### config.mk
export PLATFORM = sky130hd
export DESIGN_NAME = axi_burst_read_controller
export DESIGN_NICKNAME = d
export VERILOG_FILES = /design/src/rtl/axi_burst_read_controller.sv
export SDC_FILE = /design/constraint.sdc
export NUM_CORES = 1
export LEC_CHECK = 0
export BUFFER_PORTS_ARGS = -buffer_cell sky130_fd_sc_hd__clkbuf_2
export CORE_MARGIN = 2
export CORE_UTILIZATION = 49
export CTS_CLUSTER_DIAMETER = 80
export DETAILED_ROUTE_END_ITERATION = 10
export PLACE_DENSITY_LB_ADDON = 0.12
export SLEW_MARGIN = 30
export SYNTH_ARGS = -nofsm -noshare
export SYNTH_HDL_FRONTEND = slang
export SYNTH_SLANG_ARGS = --single-unit
### constraint.sdc
create_clock -name clk -period 3.4 [get_ports clk]
set_input_delay 0.51 -clock clk [delete_from_list [all_inputs] [get_ports clk]]
set_output_delay 0.51 -clock clk [all_outputs]
set_load 0.01 [all_outputs]
### src/rtl/axi_burst_read_controller.sv
// AXI4 read-channel slave for a single-port BRAM with READ_LATENCY cycles of read latency.
// Serves one INCR burst (1..256 beats) at a time; a credit-limited FIFO absorbs rready stalls.
module axi_burst_read_controller #(
  parameter  int ADDR_WIDTH   = 12,
  parameter  int DATA_WIDTH   = 32,
  parameter  int ID_WIDTH     = 4,
  parameter  int READ_LATENCY = 2,
  localparam int BYTE_BITS    = $clog2(DATA_WIDTH / 8),
  localparam int WADDR_W      = ADDR_WIDTH - BYTE_BITS
) (
  input  logic                  clk,
  input  logic                  aresetn,
  input  logic                  s_arvalid,
  output logic                  s_arready,
  input  logic [ADDR_WIDTH-1:0] s_araddr,
  input  logic [7:0]            s_arlen,
  input  logic [ID_WIDTH-1:0]   s_arid,
  output logic                  s_rvalid,
  input  logic                  s_rready,
  output logic [DATA_WIDTH-1:0] s_rdata,
  output logic [ID_WIDTH-1:0]   s_rid,
  output logic [1:0]            s_rresp,
  output logic                  s_rlast,
  output logic                  bram_en,
  output logic [WADDR_W-1:0]    bram_addr,
  input  logic [DATA_WIDTH-1:0] bram_rdata
);

  localparam int FIFO_DEPTH = READ_LATENCY + 2;
  localparam int PTR_W      = $clog2(FIFO_DEPTH);
  localparam int CNT_W      = $clog2(FIFO_DEPTH + 1);

  typedef enum logic [1:0] {IDLE, ISSUE, DRAIN} state_t;

  state_t                  state, state_next;
  logic                    arready_q;
  logic [WADDR_W-1:0]      ptr;
  logic [8:0]              beats_left;
  logic [ID_WIDTH-1:0]     id_q;
  logic [READ_LATENCY-1:0] pipe_v, pipe_last;
  logic [DATA_WIDTH-1:0]   fifo_data [FIFO_DEPTH];
  logic                    fifo_last [FIFO_DEPTH];
  logic [PTR_W-1:0]        wr_ptr, rd_ptr;
  logic [CNT_W-1:0]        count;
  logic [CNT_W:0]          occupancy;
  logic                    ar_hs, issue, push, pop, credit_ok;
  logic                    unused_araddr;

  // Byte-offset bits of the start address carry no information for full-width beats.
  assign unused_araddr = ^s_araddr;

  function automatic logic [PTR_W-1:0] ptr_inc(input logic [PTR_W-1:0] p);
    return (p == PTR_W'(FIFO_DEPTH - 1)) ? '0 : p + 1'b1;
  endfunction

  // Credit = beats still in the BRAM pipeline plus beats already buffered.
  always_comb begin
    occupancy = {1'b0, count};
    for (int i = 0; i < READ_LATENCY; i++) occupancy = occupancy + (CNT_W + 1)'(pipe_v[i]);
  end

  assign credit_ok = occupancy < (CNT_W + 1)'(FIFO_DEPTH);
  assign s_rvalid  = (count != '0);
  assign pop       = s_rvalid && s_rready;
  assign push      = pipe_v[READ_LATENCY-1];
  assign ar_hs     = (state == IDLE) && s_arvalid && arready_q;

  // NOTE: every output of a combinational block gets a default first, so no path infers a latch.
  always_comb begin
    state_next = state;
    issue      = 1'b0;
    case (state)
      IDLE:  if (ar_hs) state_next = ISSUE;
      ISSUE: if (credit_ok) begin
        issue = 1'b1;
        if (beats_left == 9'd1) state_next = DRAIN;
      end
      DRAIN: if (pop && fifo_last[rd_ptr]) state_next = IDLE;
      default: state_next = IDLE;
    endcase
  end

  // NOTE: state registers use non-blocking assignments so every flop samples pre-edge values.
  always_ff @(posedge clk) begin
    if (!aresetn) begin
      state      <= IDLE;
      arready_q  <= 1'b0;
      ptr        <= '0;
      beats_left <= '0;
      id_q       <= '0;
      pipe_v     <= '0;
      pipe_last  <= '0;
      wr_ptr     <= '0;
      rd_ptr     <= '0;
      count      <= '0;
    end else begin
      state     <= state_next;
      arready_q <= (state_next == IDLE);
      if (ar_hs) begin
        id_q       <= s_arid;
        ptr        <= s_araddr[ADDR_WIDTH-1:BYTE_BITS];
        beats_left <= {1'b0, s_arlen} + 9'd1;
      end else if (issue) begin
        ptr        <= ptr + 1'b1;
        beats_left <= beats_left - 9'd1;
      end
      pipe_v[0]    <= issue;
      pipe_last[0] <= issue && (beats_left == 9'd1);
      for (int i = 1; i < READ_LATENCY; i++) begin
        pipe_v[i]    <= pipe_v[i-1];
        pipe_last[i] <= pipe_last[i-1];
      end
      if (push) wr_ptr <= ptr_inc(wr_ptr);
      if (pop)  rd_ptr <= ptr_inc(rd_ptr);
      case ({push, pop})
        2'b10:   count <= count + 1'b1;
        2'b01:   count <= count - 1'b1;
        default: ;
      endcase
    end
  end

  // NOTE: FIFO storage is not reset; count gates every read, so stale entries are never seen.
  always_ff @(posedge clk) begin
    if (push) begin
      fifo_data[wr_ptr] <= bram_rdata;
      fifo_last[wr_ptr] <= pipe_last[READ_LATENCY-1];
    end
  end

  assign s_arready = arready_q;
  assign s_rdata   = s_rvalid ? fifo_data[rd_ptr] : '0;
  assign s_rid     = s_rvalid ? id_q : '0;
  assign s_rlast   = s_rvalid && fifo_last[rd_ptr];
  assign s_rresp   = 2'b00;
  assign bram_en   = issue;
  assign bram_addr = ptr;

endmodule

==> run summary <==
GPL Wtd Cong: 0.772
Pre-antenna DRT Iters: 4
Yosys top cell area share: 0.557
Initial Utilization: 0.495
Worst stage delay on the critical path: 640 ps
Most frequent cell after synthesis: edfxtp_1
Post-CTS resize count: 0
CP Capture Type: output pin
Synth cell types: 56
Largest net degree at the start of global routing: 41
Total global routing overflow: 0
Fillers: 1148
Root Buffer: clkbuf_16
Footprint of the multi-input gates: 2230 um^2
# hold bufs at CTS: 0
Total Nets Final: 637
Max-Cap Viols: 0
Core area: 14400 um^2
Setup bufs post-CTS: 0
Max-slew headroom: 0.382
Avg WL per Cell: 17.9 um
Hold Path End: fifo_data[3][2]
Tcrit/Tclk final: 0.834
Final Hold Fails: 0
PortBufs: 107
Mapped Avg Cell Area: 15.7 um^2
Global-route wire length before repair: 22100 um
WP data arrival: 2320 ps
Detailed Route WL: 13700 um
Seq/Total Area, Yosys: 0.667
Cell Chain, Critical Path: buf_4 > mux4_2 > and2_1 > clkbuf_2
Clock transition at the registers of the reported paths: 60 ps
Area grow syn2layout: 18.2%
Post-synth ARST share: 0
Setup Skew: 8.59 ps
Vias per cell: 5.47
Critical path fanouts, max: 14
Largest cells by area after synthesis: edfxtp_1 56%, dfxtp_1 11%, mux4_2 10%, and2_1 3.9%, ha_1 1.9%
Vias in the first global route: 4330
First-iteration detailed-routing DRC count: 340
ANT cells: 0
Seq cells post-synth: 171
Max H-tree Level: 4
DRC Markers: 0
Most frequent cells after synthesis: 132 x edfxtp_1, 44 x and2_1, 39 x dfxtp_1
Rows: 44
Status: finished, final reports clean
GRT Overall Usage: 0.186
Reg area: 4750 um^2
Top delay family on crit path: flip-flops
Clk_lat worst skew: 420 ps
Worst setup SP type: register
Gate Count Post-Synth: 453
Setup Viol. Count Final: 0
Fraction of layout cells with a size suffix above 1: 0.336
Hold depth: 1
Clock sinks: 171
Post-layout minimum cycle time: 2830 ps
Crit path buf inv count: 2
RSZ-0062 raised after global routing: no
Setup TNS Final: 0 ps
TritonCTS Buffers: 17
Pins Over Slew Limit: 0
Crit path required time: 2890 ps
CP max-delay cell: dfxtp_2
Overall power: 0.00464 W
R2r worst-path depth: 9
Ys Warns: 0
WS Path Type: reg2out
Die X: 124 um
Die height: 124 um
FF-to-FF Start: count[1]
Mapped cell area: 7110 um^2
Die area: 15500 um^2
Post-synth EDFFs: 132
Hold crit path type: in2reg
Total number of vias: 4169
Dominant cell type by area after synthesis: edfxtp_1
Maximum VDD drop: 0.346 mV
CTS tree: done
Worst-case clock buffer depth: 2
Min-Delay Startpoint: bram_rdata[2]
Pleak: 2.99 nW
Synth Flop Type: edfxtp_1
Crit Reg-Reg Endpoint: count[2]
Initial antenna violation count: 0
HPWL Detailed: 8490 um
Max Fclk: 0.353 GHz
Reg2reg setup slack: 1200 ps
Pwr dens: 552 nW/um^2
Final ANT Viol Nets: 0
# IOs: 112
Worst Max-Slew Pin Slew: 927 ps
==> sequential cells by signal, indices dropped and copies added (netlist names), named ones only <==
| name | cells |
|---|---|
| fifo_data | 128 |
| bram_addr | 10 |
| beats_left | 9 |
| fifo_last | 4 |
| id_q | 4 |
| count | 3 |
| pipe_last | 2 |
| pipe_v | 2 |
| rd_ptr | 2 |
| state | 2 |
| wr_ptr | 2 |
| s_arready | 1 |
==> metrics by stage <==
step	cells	hold slack [ps]	worst slack (ps)	utilization	area, um^2
2_1_floorplan	454	412	1370	-	7110
3_3_place_gp	730	416	938	0.546	7840
3_5_place_dp	730	430	945	0.546	7840
4_1_cts	762	284	466	0.585	8400
5_1_grt	762	288	374	0.585	8410
6_report	762	306	566	0.585	8410
==> area by class of cell <==
class                      count  share of cell area
sequential                   171               0.565
multi-input combinational    248               0.266
timing repair buffer         114              0.0700
clock buffer                  18              0.0510
tap                          184              0.0274
clock inverter                14              0.0153
inverter                      13             0.00580
==> routing by layer <==
metal / GRT usage / vias to the layer above / part of all wire
met5: 0 / - / 0
met3: 0.0468 / 17 / 0.046
met4: 0.0773 / 0 / 0.019
met2: 0.310 / 102 / 0.50
met1: 0.232 / 2074 / 0.43
li1: - / 1976 / -
==> layout by cell type, fill, tap and decap left out, types with 9 or more instances in the layout <==
master / count
o21ai_0: 17
mux4_2: 33
ha_1: 11
dfxtp_1: 37
clkbuf_2: 107
inv_1: 11
and2_1: 40
edfxtp_1: 132
clkbuf_16: 17
a21oi_1: 19
nor2_1: 9
nand2_1: 20
nor3_1: 9
==> power by group <==
group	switching [W]	internal, W	leakage [nW]
Clock	0.000766	0.00107	0.272
Sequential	0.0000573	0.00230	1.52
Combinational	0.000245	0.000210	1.20
Total	0.00107	0.00358	2.99
==> worst max-delay path by stage <==
stage	start	endpoint	cells past startpoint
3_3_place_gp	register	s_rdata[30]	4
2_1_floorplan	count[1]	count[2]	9
5_1_grt	register	s_rdata[30]	4
6_report	register	s_rdata[30]	4
4_1_cts	register	s_rdata[30]	4
3_5_place_dp	register	s_rdata[23]	4
==> worst reg2reg max path, cell delays in order, from the launching register on <==
cell and delay (ps):
dfxtp_1 540, or3_1 190, nand2_1 100, inv_1 70, ha_1 180, inv_1 60, fa_1 380, xor2_1 160
or3_1 300, a21oi_1 140
==> cells by family after synthesis <==
kind of cell,share of synthesized area
flip-flops,0.667
AND/OR/NAND/NOR,0.102
AO/OA/AOI/OAI,0.0670
buffers and inverters,0.0215
multiplexers,0.106
adder cells (fa/ha/maj),0.0222
XOR/XNOR,0.0135
other,0.000527
No activity file was read; power rests on OpenSTA's default activity.
